File: config.mk
export PLATFORM = sky130hd
export DESIGN_NAME = la_glitchfilt
export DESIGN_NICKNAME = d
export VERILOG_FILES = /design/src/rtl/la_glitchfilt_pkg.sv /design/src/rtl/la_satcnt.sv /design/src/rtl/la_glitchfilt.sv
export SDC_FILE = /design/constraint.sdc
export NUM_CORES = 1
export LEC_CHECK = 0
export ABC_AREA = 0
export CAP_MARGIN = 20
export CELL_PAD_IN_SITES_DETAIL_PLACEMENT = 1
export CELL_PAD_IN_SITES_GLOBAL_PLACEMENT = 2
export CORE_AREA = 5 5 42 44
export DETAILED_ROUTE_END_ITERATION = 8
export DIE_AREA = 0 0 47 49
export GPL_TIMING_DRIVEN = 0
export PLACE_DENSITY = 0.59
export SYNTH_ARGS = -nofsm -noshare
export SYNTH_HDL_FRONTEND = slang
export SYNTH_HIERARCHICAL = 1
export SYNTH_SLANG_ARGS = --single-unit
File: constraint.sdc
create_clock -name clk -period 2 [get_ports clk]
set_input_delay 0.2 -clock clk [delete_from_list [all_inputs] [get_ports clk]]
set_output_delay 0.2 -clock clk [all_outputs]
set_load 0.005 [all_outputs]
File: src/rtl/la_glitchfilt_pkg.sv
// la_glitchfilt_pkg: shared FSM encoding and DEPTH limits for the glitch filter.
package la_glitchfilt_pkg;
    typedef enum logic [1:0] {
        S0 = 2'b00,
        P1 = 2'b01,
        S1 = 2'b11,
        P0 = 2'b10
    } gf_state_t;
    localparam int DEPTH_MIN = 1;
    localparam int DEPTH_MAX = 255;
endpackage

File: src/rtl/la_satcnt.sv
// la_satcnt: run-length counter with sync clear and terminal-count flag at DEPTH-1.
module la_satcnt #(
    parameter int DEPTH = 4
) (
    input  logic clk,
    input  logic reset,
    input  logic en,
    input  logic clr,
    input  logic inc,
    output logic tc
);
    localparam int W = $clog2(DEPTH + 1);
    logic [W-1:0] cnt;
    always_ff @(posedge clk) begin
        if (reset || (en && clr)) cnt <= '0;
        else if (en && inc && !tc) cnt <= cnt + 1'b1;
    end
    assign tc = cnt == W'(DEPTH - 1);
endmodule

File: src/rtl/la_glitchfilt.sv
// la_glitchfilt: accepts an input level change only after DEPTH consecutive enabled samples.
module la_glitchfilt
    import la_glitchfilt_pkg::*;
#(
    parameter PROP = "DEFAULT",
    parameter int DEPTH = 4,
    parameter logic RESETVAL = 1'b0
) (
    input  logic clk,
    input  logic reset,
    input  logic en,
    input  logic in,
    output logic z,
    output logic rise,
    output logic fall
);
    if (DEPTH < DEPTH_MIN || DEPTH > DEPTH_MAX) begin : g_bad_depth
        $error("la_glitchfilt: DEPTH %0d outside %0d..%0d", DEPTH, DEPTH_MIN, DEPTH_MAX);
    end
    gf_state_t state, nxt;
    logic clr, inc, tc, rise_n, fall_n;
    la_satcnt #(.DEPTH(DEPTH)) u_cnt (
        .clk  (clk),
        .reset(reset),
        .en   (en),
        .clr  (clr),
        .inc  (inc),
        .tc   (tc)
    );
    // The encoding puts the filtered level in state[1], so z is a register bit.
    assign z = state[1];
    always_comb begin
        nxt    = state;
        clr    = 1'b0;
        inc    = 1'b0;
        rise_n = 1'b0;
        fall_n = 1'b0;
        if (en) begin
            if (in == z) begin
                clr = 1'b1;
                nxt = z ? S1 : S0;
            end else if (tc) begin
                clr    = 1'b1;
                nxt    = z ? S0 : S1;
                rise_n = !z;
                fall_n = z;
            end else begin
                inc = 1'b1;
                nxt = z ? P0 : P1;
            end
        end
    end
    always_ff @(posedge clk) begin
        if (reset) begin
            state <= RESETVAL ? S1 : S0;
            rise  <= 1'b0;
            fall  <= 1'b0;
        end else begin
            state <= nxt;
            rise  <= rise_n;
            fall  <= fall_n;
        end
    end
endmodule

Yosys cells after proc, flatten, opt, wreduce, memory -nomap -nowiden
Index checks and enable logic that the tools add are counted.
- $add $sub $neg: 1
- bitwise logic cells: 2
- mux-type cells: 11
- equal/unequal tests: 2
- reductions and logical operators: 7
- operators by type and width (cell ; number):
    2-to-1 mux 2 bit ; 5
    2-to-1 mux 1 bit ; 6
    OR reduction 4 bit ; 1
    adder 3 x 1 -> 3 bit (second input constant) ; 1
    == test 3 x 2 -> 1 bit (second input constant) ; 1
    logical AND 1 bit ; 3
    zero test 1 bit ; 2
    inverter 1 bit ; 2
    == test 1 bit ; 1
    logical OR 1 bit ; 1
- input port bits: 4
- output and inout bits: 3
- bits in registers: 7

Depth between registers and ports, before layout
Gate-level depths: netlist (run 1).
- word-level depth: 6
- gate-level depth with buffers: 6
- mapped depth without buffers: 6

Cells and area by module
Netlist (run 1), hierarchy kept.
- modules (own cells, without submodules) (module ; area each (µm²) ; times used ; cells each ; seq. area each (µm²)):
    la_satcnt ; 167.7 ; 1 ; 15 ; 60.1
    la_glitchfilt ; 127.6 ; 1 ; 12 ; 60.1

Worst setup path after synthesis (run 1)
No wires, ideal clock.
- kind: register to register
- start point: register u_cnt.cnt[0]
- end point: register u_cnt.cnt[2]
- buffers on the path: 0
- period minus slack after synthesis: 1637 ps
- slack: 363 ps
- arrival: 1534 ps
- required time: 1897 ps
- cell stages (with the launch flop): 6
- cells stage by stage: dfxtp_1 ha_1 ha_1 nor3b_1 nand3b_4 a2111oi_2
- cells in the longest elaborated chain, start to end: 6
- RTL lines (what ; line ; source):
    from (decl) ; la_satcnt.sv:13 ; logic [W-1:0] cnt;
    from (signal assigned) ; la_satcnt.sv:16 ; else if (en && inc && !tc) cnt <= cnt + 1'b1;
    == test 3 x 2 -> 1 bit ; la_satcnt.sv:18 ; assign tc = cnt == W'(DEPTH - 1);
    named net tc ; la_glitchfilt.sv:21 ; logic clr, inc, tc, rise_n, fall_n;
    2-to-1 mux 1 bit ; la_glitchfilt.sv:42 ; end else if (tc) begin
    2-to-1 mux 1 bit ; la_glitchfilt.sv:39 ; if (in == z) begin
    2-to-1 mux 1 bit ; la_glitchfilt.sv:38 ; if (en) begin
    named net inc ; la_glitchfilt.sv:21 ;
    logical AND 1 bit (2 in series) ; la_satcnt.sv:16 ;
The timed path passes the listed nets, and every way through them passes these cells.
A chain may end at the register's enable or synchronous reset.

Final worst setup path (run 1)
Ends and elaborated chain as after synthesis.

==> run metrics, run 1 <==
outcome=finished clean; clock skew=3.44 ps; diodes inserted=0; vias per cell=4.23; Syn Area/Cell=10.9 um^2; Synthesized Nets=33; final setup vio count=0; Remaining DRCs=0; pwr dens=649 nW/um^2; WL/cell=11.9 um; Global Route Usage Sum=roughly 7.3%; CTS Buf Count=3; Worst setup EP type=flip-flop; share of layout cells above drive strength 1=between 20% and 30%; Pre-antenna DRT Iters=3; Slew Viols, Final=0; Finished Core Util=between 20% and 30%; total die area=2300 um^2; Die Height=slightly below 50 um; r2r worst-path depth=5; gpl congestion=0.625; Final Cell Area=398 um^2; Post-Route WL=618 um; clk sink count=6; Reg2Reg Setup Slack=240 ps; Max Fclk=0.568 GHz; Clk Tree Root Cell=clkbuf_4; 1st-iter DRT viols=4; core area=1400 um^2; vias in the first global route=281; #FFs+latches synth=6; GRT Residual Overflow=0; Rel. slew slack=76.7%; commonest non-fill, non-tap cells in the layout=dfxtp_1, clkdlybuf4s50_1, clkbuf_4; sequential share of the synthesized area=40.7%; clock transition at the registers of the reported paths=40 ps; area growth from synthesis to layout=34.7%; Tightest Pin Transition=348 ps; antenna-violating nets left=0; I/O Pins=7; Power Total=0.258 mW; Worst VDD drop=0.276 mV; setup_tns=0 ps; Non-Filler Instances=52; Nets=44; hold buffers post-CTS=0; data arrival time of the worst path=1900 ps; RSZ-0062 raised after global routing=false; fin crit share=between 80% and 90%; LEAKAGE=0.168 nW; Chip Width=47 um; hold depth=2; CTS tree=yes; post-CTS setup buffer count=0; dominant cell type by area after synthesis=dfxtp_1; Max clock buf depth=2; Yosys top cell area share=40.7%; Final min period=1760 ps; Site Rows=14; final hold vios=0; min-delay worst type=flip-flop to flip-flop; via count=between 200 and 250; Setup crit start kind=flip-flop; Clk Latency, worst-skew pair=240 ps; WP data required=2140 ps; Resize count post-CTS=0; Placed Instances=49; cell area after synthesis=295 um^2; number of max-cap violations=0; Placed Area=375 um^2; pin count of the biggest net entering global routing=8; H-tree Lvls=1; CP Class=flip-flop to flip-flop; HPWL after DPL=503 um; critical path fanouts, max=6; post-synthesis cell count=27; first-pass GRT wire length=around 1.2 mm; top post-synthesis cells by area=dfxtp_1, ha_1, nand3b_4, nor4b_1, a2111oi_2; Initial Utilization=21.1%; PortBufs=6; Yosys cell types=18; Ys Warns=6; initial antenna violation count=0
worst paths after layout:
path / startpoint / endpoint
hold / removal: u_cnt/cnt[2]$_SDFFE_PP0P_ / u_cnt/cnt[2]$_SDFFE_PP0P_
hold reg to reg: u_cnt/cnt[2]$_SDFFE_PP0P_ / u_cnt/cnt[2]$_SDFFE_PP0P_
setup reg to reg: u_cnt/cnt[0]$_SDFFE_PP0P_ / u_cnt/cnt[2]$_SDFFE_PP0P_
setup / recovery: u_cnt/cnt[0]$_SDFFE_PP0P_ / u_cnt/cnt[2]$_SDFFE_PP0P_
cells in the mapped netlist:
| cell | n |
|---|---|
| dfxtp_1 | 6 |
| ha_1 | 2 |
| inv_1 | 2 |
| nor3_1 | 2 |
| nor4b_1 | 2 |
| a2111oi_2 | 1 |
| a21bo_2 | 1 |
| a21oi_1 | 1 |
| and2_2 | 1 |
| mux2i_1 | 1 |
| nand2_2 | 1 |
| nand3_1 | 1 |
| nand3b_4 | 1 |
| nor2_1 | 1 |
| nor3b_1 | 1 |
| o21a_1 | 1 |
| xnor2_1 | 1 |
| xor2_1 | 1 |
logic make-up after synthesis:
logic type | after synthesis | synth area share (%)
xor+xnor | 2 | 5.93
buf+inv | 2 | 2.54
simple gates | 10 | 26.3
mux | 1 | 3.39
flops | 6 | 40.7
compound gates | 4 | 12.7
fa+ha+maj | 2 | 8.47
worst max-delay path: stages, from the launching register on:
cell	delay, ps
dfxtp_1	320
ha_1	200
ha_1	260
nor3b_1	360
nand3b_4	160
a2111oi_2	360
per-stage QoR:
stage                     setup WS (ps)  hold slack, ps
final                               240             481
after global routing                136             511
after CTS                           215             489
after detailed placement            134             482
after global placement              219             468
after floorplan                     363             269
cell type report:
type | instances | area (um^2)
repair buffers | 6 | 60.1
clock buffers | 3 | 22.5
inverters | 2 | 7.51
well taps | 16 | 20.0
multi-input cells | 19 | 168
fillers | 164 | 1000
flip-flops and latches | 6 | 120
routing by layer:
metal / global-route usage (%) / vias up / part of all wire (%)
li1: - / 117 / -
met1: 9.23 / 101 / 49
met2: 9.28 / 2 / 48
met3: 3.32 / 0 / 2.6
met4: 5.53 / 0 / 0
met5: 0 / - / 0
sequential cells by signal, indices dropped and copies added (netlist names):
register	flops
fall	1
u_cnt/cnt	3
rise	1
state	1
report_power, final:
part	switching (mW)	internal, mW	total [mW]	leakage [nW]
logic	0.0127	0.0122	0.0249	0.106
registers	0.00112	0.122	0.123	0.0485
clock network	0.0422	0.0678	0.110	0.0138
No activity file was read; power rests on OpenSTA's default activity.
==> run 2, diff against run 1 <==
--- a/config.mk
+++ b/config.mk
@@ -13,7 +13,7 @@
 export DETAILED_ROUTE_END_ITERATION = 8
 export DIE_AREA = 0 0 47 49
 export GPL_TIMING_DRIVEN = 0
-export PLACE_DENSITY = 0.59
+export PLACE_DENSITY_LB_ADDON = 0.1
 export SYNTH_ARGS = -nofsm -noshare
 export SYNTH_HDL_FRONTEND = slang
 export SYNTH_HIERARCHICAL = 1
==> run metrics, run 2 (same netlist as run 1, synthesis figures left out) <==
vias in the first global route=between 300 and 400; Final min period=1750 ps; first-pass GRT wire length=about 1.2 mm; pin count of the biggest net entering global routing=8; Finished Core Util=~28%; outcome=finished clean; Final Cell Area=398 um^2; CP Class=flip-flop to flip-flop; chain of cells forming the critical path=ha_1 -> ha_1 -> nor3b_1 -> nand3b_4 -> a2111oi_2; most used cell, CP=ha_1; max reg flops=3; met3 routed WL=26 um; I/O Pins=7; core area=1400 um^2; Crit-path slowest cell=nor3b_1; fin crit share=between 80% and 90%; Placed Area=375 um^2; clock skew=1.82 ps; Post-Route WL=622 um; share of layout cells above drive strength 1=between 20 and 25%; pwr dens=641 nW/um^2; top sig layer=met3; 1st-iter DRT viols=0; post-CTS setup buffer count=0; CTS Buf Count=3; Worst setup EP type=flip-flop; CTS tree=yes; Die Height=49 um; clock transition at the registers of the reported paths=50 ps; Tightest Pin Transition=around 350 ps; Clk Tree Root Cell=clkbuf_4; Resize count post-CTS=0; Slew Viols, Final=0; data arrival time of the worst path=between 1500 and 2000 ps; area growth from synthesis to layout=34.7%; diodes inserted=0; M1 WL=228 um; PortBufs=6; WL/cell=12.0 um; initial antenna violation count=0; Rel. slew slack=between 70% and 80%; Non-Filler Instances=52; Chip Width=47 um; Nets=44; antenna-violating nets left=0; Pre-antenna DRT Iters=1; HPWL after DPL=502 um; Hold WS=a little under 500 ps; total die area=2300 um^2; RSZ-0062 raised after global routing=false; number of max-cap violations=0; setup_tns=0 ps; Site Rows=14; critical path fanouts, max=6; final setup vio count=0; Max clock buf depth=2; Slowest Stage Delay on Critical Path=approximately 370 ps; WP data required=~2100 ps; commonest non-fill, non-tap cells in the layout=dfxtp_1, clkdlybuf4s50_1, clkbuf_4; H-tree Lvls=1; Global Route Usage Sum=under 10%; Placed Instances=49; Clk Latency, worst-skew pair=between 200 and 250 ps; Worst VDD drop=approximately 0.24 mV; Filler cells=167; Setup crit start kind=flip-flop; Initial Utilization=21.1%; vias per cell=4.46; hold buffers post-CTS=0; Remaining DRCs=0; via count=232; min-delay worst type=flip-flop to flip-flop; Top reg by flops=u_cnt/cnt; final hold vios=0; GRT Residual Overflow=0; gpl congestion=0.648; LEAKAGE=approximately 0.17 nW; clk sink count=6; Max Fclk=roughly 0.57 GHz; routed wl met2=366 um
==> run 2: cell counts in the layout (fill, tap and decap cells not counted) <==
Identical to the previous run, type by type.
==> run 2: layout make-up <==
type / instances / area (um^2) / share of cell area, %
Multi-Input combinational cell: 19 / 168 / 42.1
Sequential cell: 6 / 120 / 30.2
Clock buffer: 3 / 22.5 / 5.66
Tap cell: 16 / 20.0 / 5.03
Inverter: 2 / 7.51 / 1.89
Timing Repair Buffer: 6 / 60.1 / 15.1
==> run 2: path summary, 6_finish.rpt <==
| kind | from | to | slack [ps] | cells past startpoint |
|---|---|---|---|---|
| hold / removal | u_cnt/cnt[2]$_SDFFE_PP0P_ | u_cnt/cnt[2]$_SDFFE_PP0P_ | 480 | 2 |
| setup / recovery | u_cnt/cnt[0]$_SDFFE_PP0P_ | u_cnt/cnt[2]$_SDFFE_PP0P_ | 250 | 5 |
| setup reg to reg | u_cnt/cnt[0]$_SDFFE_PP0P_ | u_cnt/cnt[2]$_SDFFE_PP0P_ | 250 | 5 |
| hold reg to reg | u_cnt/cnt[2]$_SDFFE_PP0P_ | u_cnt/cnt[2]$_SDFFE_PP0P_ | 480 | 2 |
==> run 2: report_power, final <==
group | internal [mW] | switching [mW] | total, mW
sequential | 0.122 | 0.00104 | 0.123
clock | 0.0676 | 0.0395 | 0.107
combinational | 0.0123 | 0.0123 | 0.0246
total | 0.202 | 0.0529 | 0.255
==> run 2: metrics by stage <==
step | worst slack [ps] | total power [mW]
2_1_floorplan | 363 | 0.137
3_3_place_gp | 202 | 0.149
3_5_place_dp | 167 | 0.150
4_1_cts | 222 | 0.262
5_1_grt | 124 | 0.272
6_report | 251 | 0.255
==> run 2: critical path: cells and delay by family (launching register included) <==
kind | cells | cell delay, ps
adder cells (fa/ha/maj) | 2 | 460
AO/OA/AOI/OAI | 1 | 350
AND/OR/NAND/NOR | 2 | 520
flip-flops | 1 | 320
==> run 2: layer usage <==
| layer | GRT usage [%] | up-vias |
|---|---|---|
| met4 | 4.15 | 0 |
| met1 | 6.40 | 109 |
| met5 | 0 | - |
| met3 | 2.58 | 0 |
| li1 | - | 119 |
| met2 | 12.2 | 4 |
==> run 3, diff against run 2 <==
--- a/config.mk
+++ b/config.mk
@@ -14,6 +14,7 @@
 export DIE_AREA = 0 0 47 49
 export GPL_TIMING_DRIVEN = 0
 export PLACE_DENSITY_LB_ADDON = 0.1
+export SKIP_LAST_GASP = 1
 export SYNTH_ARGS = -nofsm -noshare
 export SYNTH_HDL_FRONTEND = slang
 export SYNTH_HIERARCHICAL = 1
==> results of run 3 <==
Final layout, timing and power as in run 2 (identical DEF).
